## config.mk

```make
export PLATFORM = sky130hd
export DESIGN_NAME = axi_write_response_tracker_flat
export DESIGN_NICKNAME = d
export VERILOG_FILES = /design/src/rtl/axi_write_response_tracker_if.sv /design/src/rtl/axi_write_response_tracker.sv /design/src/flat_wrapper.sv
export SDC_FILE = /design/constraint.sdc
export NUM_CORES = 1
export LEC_CHECK = 0
export ABC_AREA = 0
export CORE_MARGIN = 1
export CORE_UTILIZATION = 46
export CTS_CLUSTER_SIZE = 28
export DETAILED_ROUTE_END_ITERATION = 7
export PLACE_DENSITY = 0.85
export SKIP_LAST_GASP = 1
export SYNTH_ARGS = -nofsm -noshare
export SYNTH_HDL_FRONTEND = slang
export SYNTH_SLANG_ARGS = --single-unit
export TNS_END_PERCENT = 1
```

## constraint.sdc

```tcl
create_clock -name clock -period 2.4 [get_ports clock]
set_input_delay 0.48 -clock clock [delete_from_list [all_inputs] [get_ports clock]]
set_output_delay 0.48 -clock clock [all_outputs]
set_load 0.1 [all_outputs]
```

## src/rtl/axi_write_response_tracker_if.sv

```systemverilog
// Write-issue / B-channel bundle shared by a write master and the response tracker.
//   issue        : an AW handshake happened this cycle (master -> tracker)
//   issue_ready  : the tracker allows another write to be issued (tracker -> master)
//   bid/bresp/buser/bvalid : B-channel response payload and valid (master side -> tracker)
//   bready       : tracker accepts a B response this cycle (tracker -> master side)
interface axi_write_response_tracker_if #(
    parameter int AXI_BID_WIDTH   = 1,
    parameter int AXI_BUSER_WIDTH = 1
);
    logic                       issue;
    logic                       issue_ready;
    logic [AXI_BID_WIDTH-1:0]   bid;
    logic [1:0]                 bresp;
    logic [AXI_BUSER_WIDTH-1:0] buser;
    logic                       bvalid;
    logic                       bready;

    modport master (
        output issue,
        input  issue_ready,
        output bid,
        output bresp,
        output buser,
        output bvalid,
        input  bready
    );

    modport slave (
        input  issue,
        output issue_ready,
        input  bid,
        input  bresp,
        input  buser,
        input  bvalid,
        output bready
    );
endinterface

```

## src/rtl/axi_write_response_tracker.sv

```systemverilog
// Tracks un-responded AXI writes, throttles new issues, records B-channel errors
// and supports a drain/resume handshake.
// Ports:
//   clock, reset   : rising-edge clock, synchronous active-high reset
//   bus            : issue/issue_ready and B-channel (slave side of the interface)
//   outstanding    : number of writes issued but not yet responded
//   resp_done      : one-cycle pulse the cycle after every accepted response
//   err_sticky     : an error response was accepted since the last err_clear
//   err_id/resp    : bid/bresp of the first such error
//   err_count      : saturating count of error responses
//   err_clear      : clears all error state (wins over a coincident error)
//   drain, resume  : enter drain mode / leave the drained state
//   drained        : drain finished, nothing outstanding
module axi_write_response_tracker #(
    parameter int AXI_BID_WIDTH   = 1,
    parameter int AXI_BUSER_WIDTH = 1,
    parameter int MAX_OUTSTANDING = 8
) (
    input  logic                                 clock,
    input  logic                                 reset,
    axi_write_response_tracker_if.slave          bus,
    output logic [$clog2(MAX_OUTSTANDING+1)-1:0] outstanding,
    output logic                                 resp_done,
    output logic                                 err_sticky,
    output logic [AXI_BID_WIDTH-1:0]             err_id,
    output logic [1:0]                           err_resp,
    output logic [7:0]                           err_count,
    input  logic                                 err_clear,
    input  logic                                 drain,
    input  logic                                 resume,
    output logic                                 drained
);
    localparam int CW = $clog2(MAX_OUTSTANDING + 1);

    typedef enum logic [1:0] {
        RUN     = 2'd0,
        DRAIN   = 2'd1,
        DRAINED = 2'd2
    } state_t;

    state_t                     state_reg;
    logic                       drained_reg;
    logic [CW-1:0]              outstanding_reg;
    logic [CW-1:0]              outstanding_next;
    logic                       resp_done_reg;
    logic                       err_sticky_reg;
    logic [AXI_BID_WIDTH-1:0]   err_id_reg;
    logic [1:0]                 err_resp_reg;
    logic [7:0]                 err_count_reg;

    logic issue_accept;
    logic b_accept;
    logic err_accept;

    // buser carries no meaning for tracking; folded here so it is visibly consumed.
    logic unused_buser;
    assign unused_buser = ^bus.buser;

    // Both handshake qualifiers depend only on registered state, never on the
    // incoming valids, so there is no combinational loop through the master.
    assign bus.bready      = (outstanding_reg != '0);
    assign bus.issue_ready = (state_reg == RUN) && (outstanding_reg < CW'(MAX_OUTSTANDING));

    assign issue_accept = bus.issue  && bus.issue_ready;
    assign b_accept     = bus.bvalid && bus.bready;
    assign err_accept   = b_accept && bus.bresp[1];

    always_comb begin
        outstanding_next = outstanding_reg;
        if (issue_accept && !b_accept) begin
            outstanding_next = outstanding_reg + CW'(1);
        end else if (b_accept && !issue_accept) begin
            outstanding_next = outstanding_reg - CW'(1);
        end
    end

    // Drain state machine; drained is registered alongside the state.
    always_ff @(posedge clock) begin
        if (reset) begin
            state_reg   <= RUN;
            drained_reg <= 1'b0;
        end else begin
            case (state_reg)
                RUN: begin
                    if (drain) begin
                        state_reg <= DRAIN;
                    end
                end
                DRAIN: begin
                    // Looking at the next count lets the final response of the
                    // drain complete it in the same cycle it is accepted.
                    if (outstanding_next == '0) begin
                        state_reg   <= DRAINED;
                        drained_reg <= 1'b1;
                    end
                end
                DRAINED: begin
                    if (resume) begin
                        state_reg   <= RUN;
                        drained_reg <= 1'b0;
                    end
                end
                default: begin
                    state_reg   <= RUN;
                    drained_reg <= 1'b0;
                end
            endcase
        end
    end

    always_ff @(posedge clock) begin
        if (reset) begin
            outstanding_reg <= '0;
            resp_done_reg   <= 1'b0;
        end else begin
            outstanding_reg <= outstanding_next;
            resp_done_reg   <= b_accept;
        end
    end

    // Error bookkeeping; a clear in the same cycle as an error suppresses it.
    always_ff @(posedge clock) begin
        if (reset || err_clear) begin
            err_sticky_reg <= 1'b0;
            err_id_reg     <= '0;
            err_resp_reg   <= 2'b00;
            err_count_reg  <= 8'd0;
        end else if (err_accept) begin
            err_sticky_reg <= 1'b1;
            if (!err_sticky_reg) begin
                err_id_reg   <= bus.bid;
                err_resp_reg <= bus.bresp;
            end
            if (err_count_reg != 8'hFF) begin
                err_count_reg <= err_count_reg + 8'd1;
            end
        end
    end

    assign outstanding = outstanding_reg;
    assign resp_done   = resp_done_reg;
    assign err_sticky  = err_sticky_reg;
    assign err_id      = err_id_reg;
    assign err_resp    = err_resp_reg;
    assign err_count   = err_count_reg;
    assign drained     = drained_reg;
endmodule
```

## src/flat_wrapper.sv

```systemverilog
// flat-port wrapper written by rule: the top's interface ports become plain ports
module axi_write_response_tracker_flat 
#(
    parameter int AXI_BID_WIDTH   = 1,
    parameter int AXI_BUSER_WIDTH = 1,
    parameter int MAX_OUTSTANDING = 8
)
  (clock, reset, outstanding, resp_done, err_sticky, err_id, err_resp, err_count, err_clear, drain, resume, drained, bus_issue, bus_issue_ready, bus_bid, bus_bresp, bus_buser, bus_bvalid, bus_bready);
  axi_write_response_tracker_if #(.AXI_BID_WIDTH(AXI_BID_WIDTH), .AXI_BUSER_WIDTH(AXI_BUSER_WIDTH)) bus_i ();
  input  logic clock;
  input  logic reset;
  output logic [$clog2(MAX_OUTSTANDING+1)-1:0] outstanding;
  output logic resp_done;
  output logic err_sticky;
  output logic [AXI_BID_WIDTH-1:0] err_id;
  output logic [1:0] err_resp;
  output logic [7:0] err_count;
  input  logic err_clear;
  input  logic drain;
  input  logic resume;
  output logic drained;
  input wire logic [$bits(bus_i.issue)-1:0] bus_issue;
  output wire logic [$bits(bus_i.issue_ready)-1:0] bus_issue_ready;
  input wire logic [$bits(bus_i.bid)-1:0] bus_bid;
  input wire logic [$bits(bus_i.bresp)-1:0] bus_bresp;
  input wire logic [$bits(bus_i.buser)-1:0] bus_buser;
  input wire logic [$bits(bus_i.bvalid)-1:0] bus_bvalid;
  output wire logic [$bits(bus_i.bready)-1:0] bus_bready;
  assign bus_i.issue = bus_issue;
  assign bus_issue_ready = bus_i.issue_ready;
  assign bus_i.bid = bus_bid;
  assign bus_i.bresp = bus_bresp;
  assign bus_i.buser = bus_buser;
  assign bus_i.bvalid = bus_bvalid;
  assign bus_bready = bus_i.bready;
  axi_write_response_tracker #(.AXI_BID_WIDTH(AXI_BID_WIDTH), .AXI_BUSER_WIDTH(AXI_BUSER_WIDTH), .MAX_OUTSTANDING(MAX_OUTSTANDING)) u_core (.clock(clock), .reset(reset), .bus(bus_i), .outstanding(outstanding), .resp_done(resp_done), .err_sticky(err_sticky), .err_id(err_id), .err_resp(err_resp), .err_count(err_count), .err_clear(err_clear), .drain(drain), .resume(resume), .drained(drained));
endmodule
```

Word level (Yosys, flattened, before mapping)
Index checks and enable logic that the tools add are counted.
{ "op_classes": {"n_addsub": 3, "multipliers": 0, "div": 0, "order_cmp": 1, "eq_ne": 6, "n_shift": 0, "n_mux": 9, "bitwise": 2, "reduce_logical": 16} }
{ "op_table": {"columns": ["operator", "count"], "rows": [
  ["adder 8 x 1 -> 8 bit (second input constant)", 1],
  ["two-way mux 4 bit", 2],
  ["!= test 8 bit (second input constant)", 1],
  ["logical AND 1 bit", 6],
  ["two-way mux 2 bit", 3],
  ["one-hot mux 2 bit (3 select lines)", 1],
  ["AND reduction 3 bit", 2],
  ["adder 4 x 1 -> 4 bit (second input constant)", 1],
  ["logical NOT 4 bit", 1],
  ["less-than comparator 4 bit (second input constant)", 1],
  ["!= test 2 bit (second input constant)", 2],
  ["AND reduction 2 bit", 2],
  ["nonzero test 4 bit", 1],
  ["subtractor 4 x 1 -> 4 bit (second input constant)", 1],
  ["one-hot mux 1 bit (3 select lines)", 1],
  ["equality test 2 x 1 -> 1 bit (second input constant)", 1],
  ["equality test 2 bit (second input constant)", 1],
  ["logical NOT 1 bit", 2],
  ["logical NOT 2 bit", 1],
  ["two-way mux 1 bit", 2],
  ["!= test 2 x 1 -> 1 bit (second input constant)", 1],
  ["inverter 1 bit", 2],
  ["logical OR 1 bit", 1]
]} }
{ "totals": {"register_bits": 20, "latchBits": 0, "ram_bits": 0, "romBits": 0, "inputBits": 11, "out_inout_bits": 20, "memories": 0} }

Longest topological paths before layout
Gate-level depths: netlist of the first run.
{ "logic_depth": {"depth_word": 10, "mapped_depth": 9} }

Worst setup path after synthesis of the first run
OpenSTA, ideal clock, no wires.
{ "synth_path": {"path_type": "register -> output", "from": "register u_core.outstanding_reg[3], in the netlist u_core.outstanding[3]", "to": "output bus_issue_ready", "t_arrival_ns": 2.877, "t_required_ns": 1.920, "slack_ns": -0.957, "path_stages_with_launch": 2, "path_cell_list": "dfxtp_1 > nor3_1"} }
{ "synth_via": {"elab_chain_len": 2} }
{ "synth_rtl": {"columns": ["element", "line", "rtl"], "rows": [
  ["start: declaration", "axi_write_response_tracker.sv:43", "logic [CW-1:0] outstanding_reg;"],
  ["start signal: assignment", "axi_write_response_tracker.sv:116", "outstanding_reg <= outstanding_next;"],
  ["less-than comparator 4 bit", "axi_write_response_tracker.sv:62", "assign bus.issue_ready = (state_reg == RUN) && (outstanding_reg < CW'(MAX_OUTSTANDING));"],
  ["logical AND 1 bit", "axi_write_response_tracker.sv:62", null],
  ["end: declaration", "flat_wrapper.sv:23", "output wire logic [$bits(bus_i.issue_ready)-1:0] bus_issue_ready;"]
]} }
No other way between the ends.

Worst setup path after layout of the first run
{ "layout_path": {"from": "register u_core.outstanding_reg[1], in the netlist u_core.outstanding[1]", "to": "output bus_bready"} }
{ "layout_via": {"elab_chain_len": 1} }
{ "layout_rtl": {"columns": ["element", "line", "rtl"], "rows": [
  ["nonzero test 4 bit", "axi_write_response_tracker.sv:61", "assign bus.bready = (outstanding_reg != '0);"],
  ["end: declaration", "flat_wrapper.sv:28", "output wire logic [$bits(bus_i.bready)-1:0] bus_bready;"]
]} }
No other way between the ends.

==> flow_metrics.env, run 1 <==
export IMPL_post_cts_buffers=0
export IMPL_setup_tns_final_ns=0
export IMPL_arrival_ns=1.72
export IMPL_worst_slack_ns=0.200
export IMPL_p_clk_frac=0.151
export IMPL_cp_cell_sequence="inv_1 > ha_1 > or3b_1 > buf_12"
export IMPL_combPwrFrac=0.563
export IMPL_antenna_cells=0
export IMPL_antenna_found_initial=0
export IMPL_synth_nets=135
export IMPL_p_per_area_nw_per_um2=1160
export IMPL_clkTransAtPathRegs_ns=0.12
export IMPL_finalWirelength_mm=2.13
export IMPL_critical_path_class="reg -> out"
export IMPL_h_tree_depth=1
export IMPL_swShare=0.506
export IMPL_syn_cell_area_um2=1040
export IMPL_fin_crit_ns=2.20
export IMPL_coreArea_um2=2040
export IMPL_crit_fanout=8
export IMPL_crit_slowest_cell="or3b_1"
export IMPL_seq_area_frac_synth=0.385
export IMPL_slowest_delay_ns=0.52
export IMPL_relSlewSlack=0.715
export IMPL_multiInputGateArea_um2=578
export IMPL_p_leak_nw=0.566
export IMPL_tightest_slew_ns=0.422
export IMPL_hold_viol=0
export IMPL_die_h_um=49.6
export IMPL_io_pins=31
export IMPL_cts_sinks=20
export IMPL_post_synth_top_area_cell="dfxtp_1"
export IMPL_worstSetupStartpoint="u_core.outstanding[1]$_SDFF_PP0_"
export IMPL_avgSynthCellArea_um2=8.60
export IMPL_synthCells=121
export IMPL_max_cap_violations=0
export IMPL_fp_dieW_um=49.6
export IMPL_fmax_mhz=455
export IMPL_drtAntennaViolNets=0
export IMPL_regArea_um2=410
export IMPL_cts_tree="yes"
export IMPL_status="completed"
export IMPL_ctsRootBufferMaster="clkbuf_4"
export IMPL_fin_util=0.659
export IMPL_pwr_share_seq=0.287
export IMPL_dp_worst_setup_slack_ns=0.0214
export IMPL_syn2layout_area_growth_pct=29.2
export IMPL_required_ns=1.92
export IMPL_ys_types=39
export IMPL_hp_class="reg -> reg"
export IMPL_maxSlewViolCount=0
export IMPL_drt_initial_drc_count=28
export IMPL_drc=0
export IMPL_vias=983
export IMPL_holdBufCountCts=0
export IMPL_track_usage=0.188
export IMPL_dpl_hpwl_mm=1.57
export IMPL_grt_max_degree=13
export IMPL_hp_start="u_core.err_resp[1]$_SDFFE_PP0P_"
export IMPL_cts_made_buffers=3
export IMPL_synth_area_top_cells="dfxtp_1 (38%), nor2_1 (5.4%), xor2_1 (5.0%)"
export IMPL_finalCritPeriodShare=0.916
export IMPL_grt_pass1_vias=851
export IMPL_p_switching_w=0.000787
export IMPL_ff2ff_path_depth=7
export IMPL_synth_top_area_frac=0.385
export IMPL_initial_core_util=0.510
export IMPL_rows=16
export IMPL_clock_path_buffers=2
export IMPL_die_area_um2=2460
export IMPL_wl_per_cell_um=12.1
export IMPL_drive_gt1_frac=0.255
export IMPL_fin_skew_ns=0.00414
export IMPL_cp_start_kind="flop"
export IMPL_fillers=177
export IMPL_ir_worst_vdd_uv=847
export IMPL_yosysWarnings=0
export IMPL_via_per_inst=5.59
export IMPL_endpoint_kind="primary output"
export IMPL_r2r_start="u_core.outstanding[0]$_SDFF_PP0_"
export IMPL_gp_congestion=0.871
export IMPL_finalPower_w=0.00156
export IMPL_setup_viol=0
export IMPL_dr_pass1_iters=4
export IMPL_grt_pass1_wl_mm=3.66
export IMPL_io_buffers=29
export IMPL_clkLatencyLatePin_ns=0.30
export IMPL_synth_seq_cells=20
export IMPL_largest_reg_flops=8
export IMPL_gr_total_overflow=0
export IMPL_min_path_cells=2
export IMPL_internal_power_w=0.000770
export IMPL_rsz0062_at_grt="no"
export IMPL_final_nets=164
export IMPL_cts_resized=0
placed cells by master (no fill, tap or decap), drive strengths merged:
master	instances
a21oi	7
a211oi	4
nand3	7
nand4	7
clkbuf	4
or3b	1
a21o	1
inv	4
and3	5
ha	3
or2	1
xnor2	1
and2	2
xor2	6
nor2b	1
a31o	1
or3	1
clkdlybuf4s50	9
dfxtp	20
nor3	1
and4	2
buf	21
a31oi	1
a311oi	1
nor2	15
and2b	1
nor4b	2
nand2	9
or4b	2
a32o	1
o21ai	7
or4	1
routing by layer:
metal | share of wire | vias up | GRT usage
met4 | 0.0056 | 0 | 0.0571
met2 | 0.48 | 22 | 0.324
met3 | 0.040 | 2 | 0.0278
met5 | 0 | - | 0
li1 | - | 495 | -
met1 | 0.48 | 464 | 0.239
area by class of cell:
| class | count | area share |
|---|---|---|
| multi-input cells | 91 | 0.430 |
| inverters | 4 | 0.0112 |
| flip-flops and latches | 20 | 0.305 |
| well taps | 27 | 0.0251 |
| repair buffers | 30 | 0.193 |
| clock buffers | 4 | 0.0353 |
power groups by stage:
stage,Combinational (W),Clock [W],Sequential [W]
after floorplan,0.000485,0,0.000672
after global placement,0.000862,0,0.000449
after detailed placement,0.000875,0,0.000451
after CTS,0.000877,0.000240,0.000444
after global routing,0.000923,0.000249,0.000454
final,0.000876,0.000235,0.000446
metrics by stage:
stage                     std cells  hold WS (ns)  cell area (um^2)
final                           176         0.487              1350
after global routing            176         0.515              1350
after CTS                       176         0.493              1350
after detailed placement        172         0.462              1300
after global placement          172         0.451              1300
after floorplan                 121         0.520              1060
logic make-up (layout without fill, tap and decap cells):
logic type                 count (synthesis)  count (layout)  share of synthesized area
xor gates and xnor gates                   7               7                     0.0589
DFF                                       20              20                      0.385
AOI/OAI and AO/OA                         23              23                      0.147
and+or+nand+nor                           58              58                      0.309
buffers and inverters                     10              38                     0.0649
adders and majority gates                  3               3                     0.0361
worst max-delay path, delay by kind of cell, from the launching register on:
family | cells | cell delay (ns)
buf+inv | 2 | 0.31
flops | 1 | 0.39
simple gates | 1 | 0.52
fa+ha+maj | 1 | 0.20
synth_stat cells:
library cell / instances
inv_1: 4
clkbuf_8: 1
nand2_1: 9
nor3_1: 1
a32o_1: 1
and2_1: 2
dfxtp_1: 20
nand3_1: 7
or4b_1: 1
xnor2_1: 1
and3_1: 4
and3_2: 1
a21oi_1: 7
buf_2: 1
and2b_1: 1
or4b_4: 1
and4_2: 1
nor4b_1: 2
a31oi_1: 1
a31o_2: 1
and4_1: 1
a211oi_1: 2
or2_2: 1
or3_1: 1
nor2b_1: 1
o21ai_0: 6
or3b_1: 1
clkbuf_1: 1
xor2_1: 6
nor2_1: 15
nand4_1: 7
buf_6: 2
a21o_2: 1
or4_1: 1
a211oi_2: 2
a311oi_1: 1
o21ai_1: 1
ha_1: 3
buf_4: 1
final timing paths:
| kind | to | slack (ns) |
|---|---|---|
| setup / recovery | bus_bready | 0.20 |
| hold / removal | u_core.err_resp[1]$_SDFFE_PP0P_ | 0.49 |
| setup reg to reg | u_core.err_count[4]$_SDFFE_PP0P_ | 0.27 |
| hold reg to reg | u_core.err_resp[1]$_SDFFE_PP0P_ | 0.49 |
Power figures use the tool's default switching activity.
==> run 2, diff against run 1 <==
- CORE_MARGIN: 1 -> 2
- CTS_BUF_LIST: unset -> sky130_fd_sc_hd__clkbuf_16
==> run 2 against run 1 <==
  * Worst hold slack worse by 0.016 ns
  * Sequential power about the same
  * Core utilization down 2.0 points
  * Clock skew down 0.0011 ns
  * Final cell count up 1.1%
  * Register-to-register slack better by 0.03 ns
  * Power up 7.1%
  * Combinational power up 0.9%
  * Global-route usage down 0.41 points
  * Largest cell class unchanged
==> flow_metrics.env, run 2 (synthesis gave the netlist of run 1 again) <==
export IMPL_clkTransAtPathRegs_ns=0.05
export IMPL_tightest_slew_ns=0.429
export IMPL_multiInputGateArea_um2=578
export IMPL_critical_path_class="reg -> out"
export IMPL_p_switching_w=0.000799
export IMPL_antenna_found_initial=0
export IMPL_arrival_ns=1.64
export IMPL_pwr_share_seq=0.267
export IMPL_syn2layout_area_growth_pct=33.1
export IMPL_cp_top_family="simple AND/OR/NAND/NOR gates"
export IMPL_crit_buf_inv=2
export IMPL_finalCritPeriodShare=0.884
export IMPL_coreArea_um2=2170
export IMPL_endpoint_kind="primary output"
export IMPL_status="completed"
export IMPL_maxSlewViolCount=0
export IMPL_gp_congestion=0.868
export IMPL_swShare=0.479
export IMPL_p_clk_frac=0.203
export IMPL_cp_cell_sequence="inv_1 > ha_1 > or3b_1 > buf_12"
export IMPL_gr_total_overflow=0
export IMPL_io_pins=31
export IMPL_rsz0062_at_grt="no"
export IMPL_grt_pass1_vias=874
export IMPL_p_leak_nw=0.584
export IMPL_dr_pass1_iters=4
export IMPL_max_cap_violations=0
export IMPL_setup_viol=0
export IMPL_cts_tree="yes"
export IMPL_relSlewSlack=0.710
export IMPL_ir_worst_vdd_uv=822
export IMPL_wl_per_cell_um=11.9
export IMPL_ctsRootBufferMaster="clkbuf_16"
export IMPL_fmax_mhz=471
export IMPL_drive_gt1_frac=0.253
export IMPL_post_cts_buffers=0
export IMPL_finalWirelength_mm=2.11
export IMPL_whs_ns=0.472
export IMPL_holdBufCountCts=0
export IMPL_dp_cells=174
export IMPL_grt_pass1_wl_mm=3.71
export IMPL_fillers=192
export IMPL_regArea_um2=410
export IMPL_die_h_um=51.6
export IMPL_track_usage=0.184
export IMPL_dp_worst_setup_slack_ns=0.0241
export IMPL_internal_power_w=0.000870
export IMPL_cts_resized=0
export IMPL_hp_class="reg -> reg"
export IMPL_via_per_inst=5.43
export IMPL_cts_made_buffers=3
export IMPL_hold_viol=0
export IMPL_required_ns=1.92
export IMPL_slowest_delay_ns=0.52
export IMPL_io_buffers=29
export IMPL_cp_start_kind="flop"
export IMPL_drc=0
export IMPL_drtAntennaViolNets=0
export IMPL_layout_common_cells="buf_4 (21), dfxtp_1 (16), nor2_1 (15)"
export IMPL_crit_slowest_cell="or3b_1"
export IMPL_worst_slack_ns=0.279
export IMPL_grt_max_degree=13
export IMPL_p_per_area_nw_per_um2=1200
export IMPL_dpl_hpwl_mm=1.66
export IMPL_final_common_cell="buf_4"
export IMPL_antenna_cells=0
export IMPL_rows=17
export IMPL_instances_no_fill=178
export IMPL_crit_fanout=8
export IMPL_clkLatencyLatePin_ns=0.25
export IMPL_h_tree_depth=1
export IMPL_fin_crit_ns=2.12
export IMPL_clock_path_buffers=2
export IMPL_vias=967
export IMPL_setup_tns_final_ns=0
export IMPL_cts_sinks=20
export IMPL_initial_core_util=0.480
export IMPL_largest_reg_flops=8
export IMPL_final_nets=165
export IMPL_fin_skew_ns=0.00305
export IMPL_fp_dieW_um=51.6
export IMPL_die_area_um2=2660
export IMPL_combPwrFrac=0.530
export IMPL_drt_initial_drc_count=12
## run 2: cell types whose count changed in the layout (fill, tap and decap cells not counted)
cell and delta:
clkbuf_4 -3, clkbuf_16 +2, buf_4 +1, clkinv_1 +1
## run 2: per-layer routing
layer | vias up | track usage | share of wire | wire length, um
met1 | 443 | 0.218 | 0.45 | 948
met5 | - | 0 | 0 | 0
met4 | 0 | 0.0570 | 0.0080 | 17
li1 | 500 | - | - | -
met3 | 3 | 0.0460 | 0.051 | 108
met2 | 21 | 0.325 | 0.49 | 1040
## run 2: layout make-up
class                      instances  area share
clock buffer                       3      0.0542
clock inverter                     1     0.00271
inverter                           4      0.0108
multi-input combinational         91       0.417
sequential                        20       0.296
tap                               28      0.0253
timing repair buffer              31       0.193
## run 2: tightest hold or removal path, stage by stage, from the launching register on
cell	delay [ns]
dfxtp_1	0.33
nor2_1	0.05
nor2_1	0.07
## run 2: final timing paths
path | depth (start not counted) | slack [ns] | start | to
min reg2reg | 2 | 0.47 | u_core.err_resp[1]$_SDFFE_PP0P_ | u_core.err_resp[1]$_SDFFE_PP0P_
max reg2reg | 7 | 0.30 | u_core.outstanding[0]$_SDFF_PP0_ | u_core.drained$_SDFFE_PP0P_
max | 4 | 0.28 | u_core.outstanding[0]$_SDFF_PP0_ | bus_bready
min | 2 | 0.47 | u_core.err_resp[1]$_SDFFE_PP0P_ | u_core.err_resp[1]$_SDFFE_PP0P_
## run 2: power by group through the flow
| stage | Sequential, W | Combinational [W] | Clock (W) |
|---|---|---|---|
| after floorplan | 0.000672 | 0.000485 | 0 |
| after global placement | 0.000447 | 0.000869 | 0 |
| after detailed placement | 0.000453 | 0.000883 | 0 |
| final | 0.000445 | 0.000884 | 0.000339 |
| after CTS | 0.000446 | 0.000884 | 0.000341 |
| after global routing | 0.000455 | 0.000937 | 0.000362 |
## run 2: per-stage QoR
stage               total power, W   util  area, um^2
floorplan                  0.00116      -        1060
CTS                        0.00167  0.638        1390
global placement           0.00132  0.602        1310
detailed placement         0.00134  0.602        1310
global route               0.00175  0.638        1390
finish                     0.00167  0.638        1390
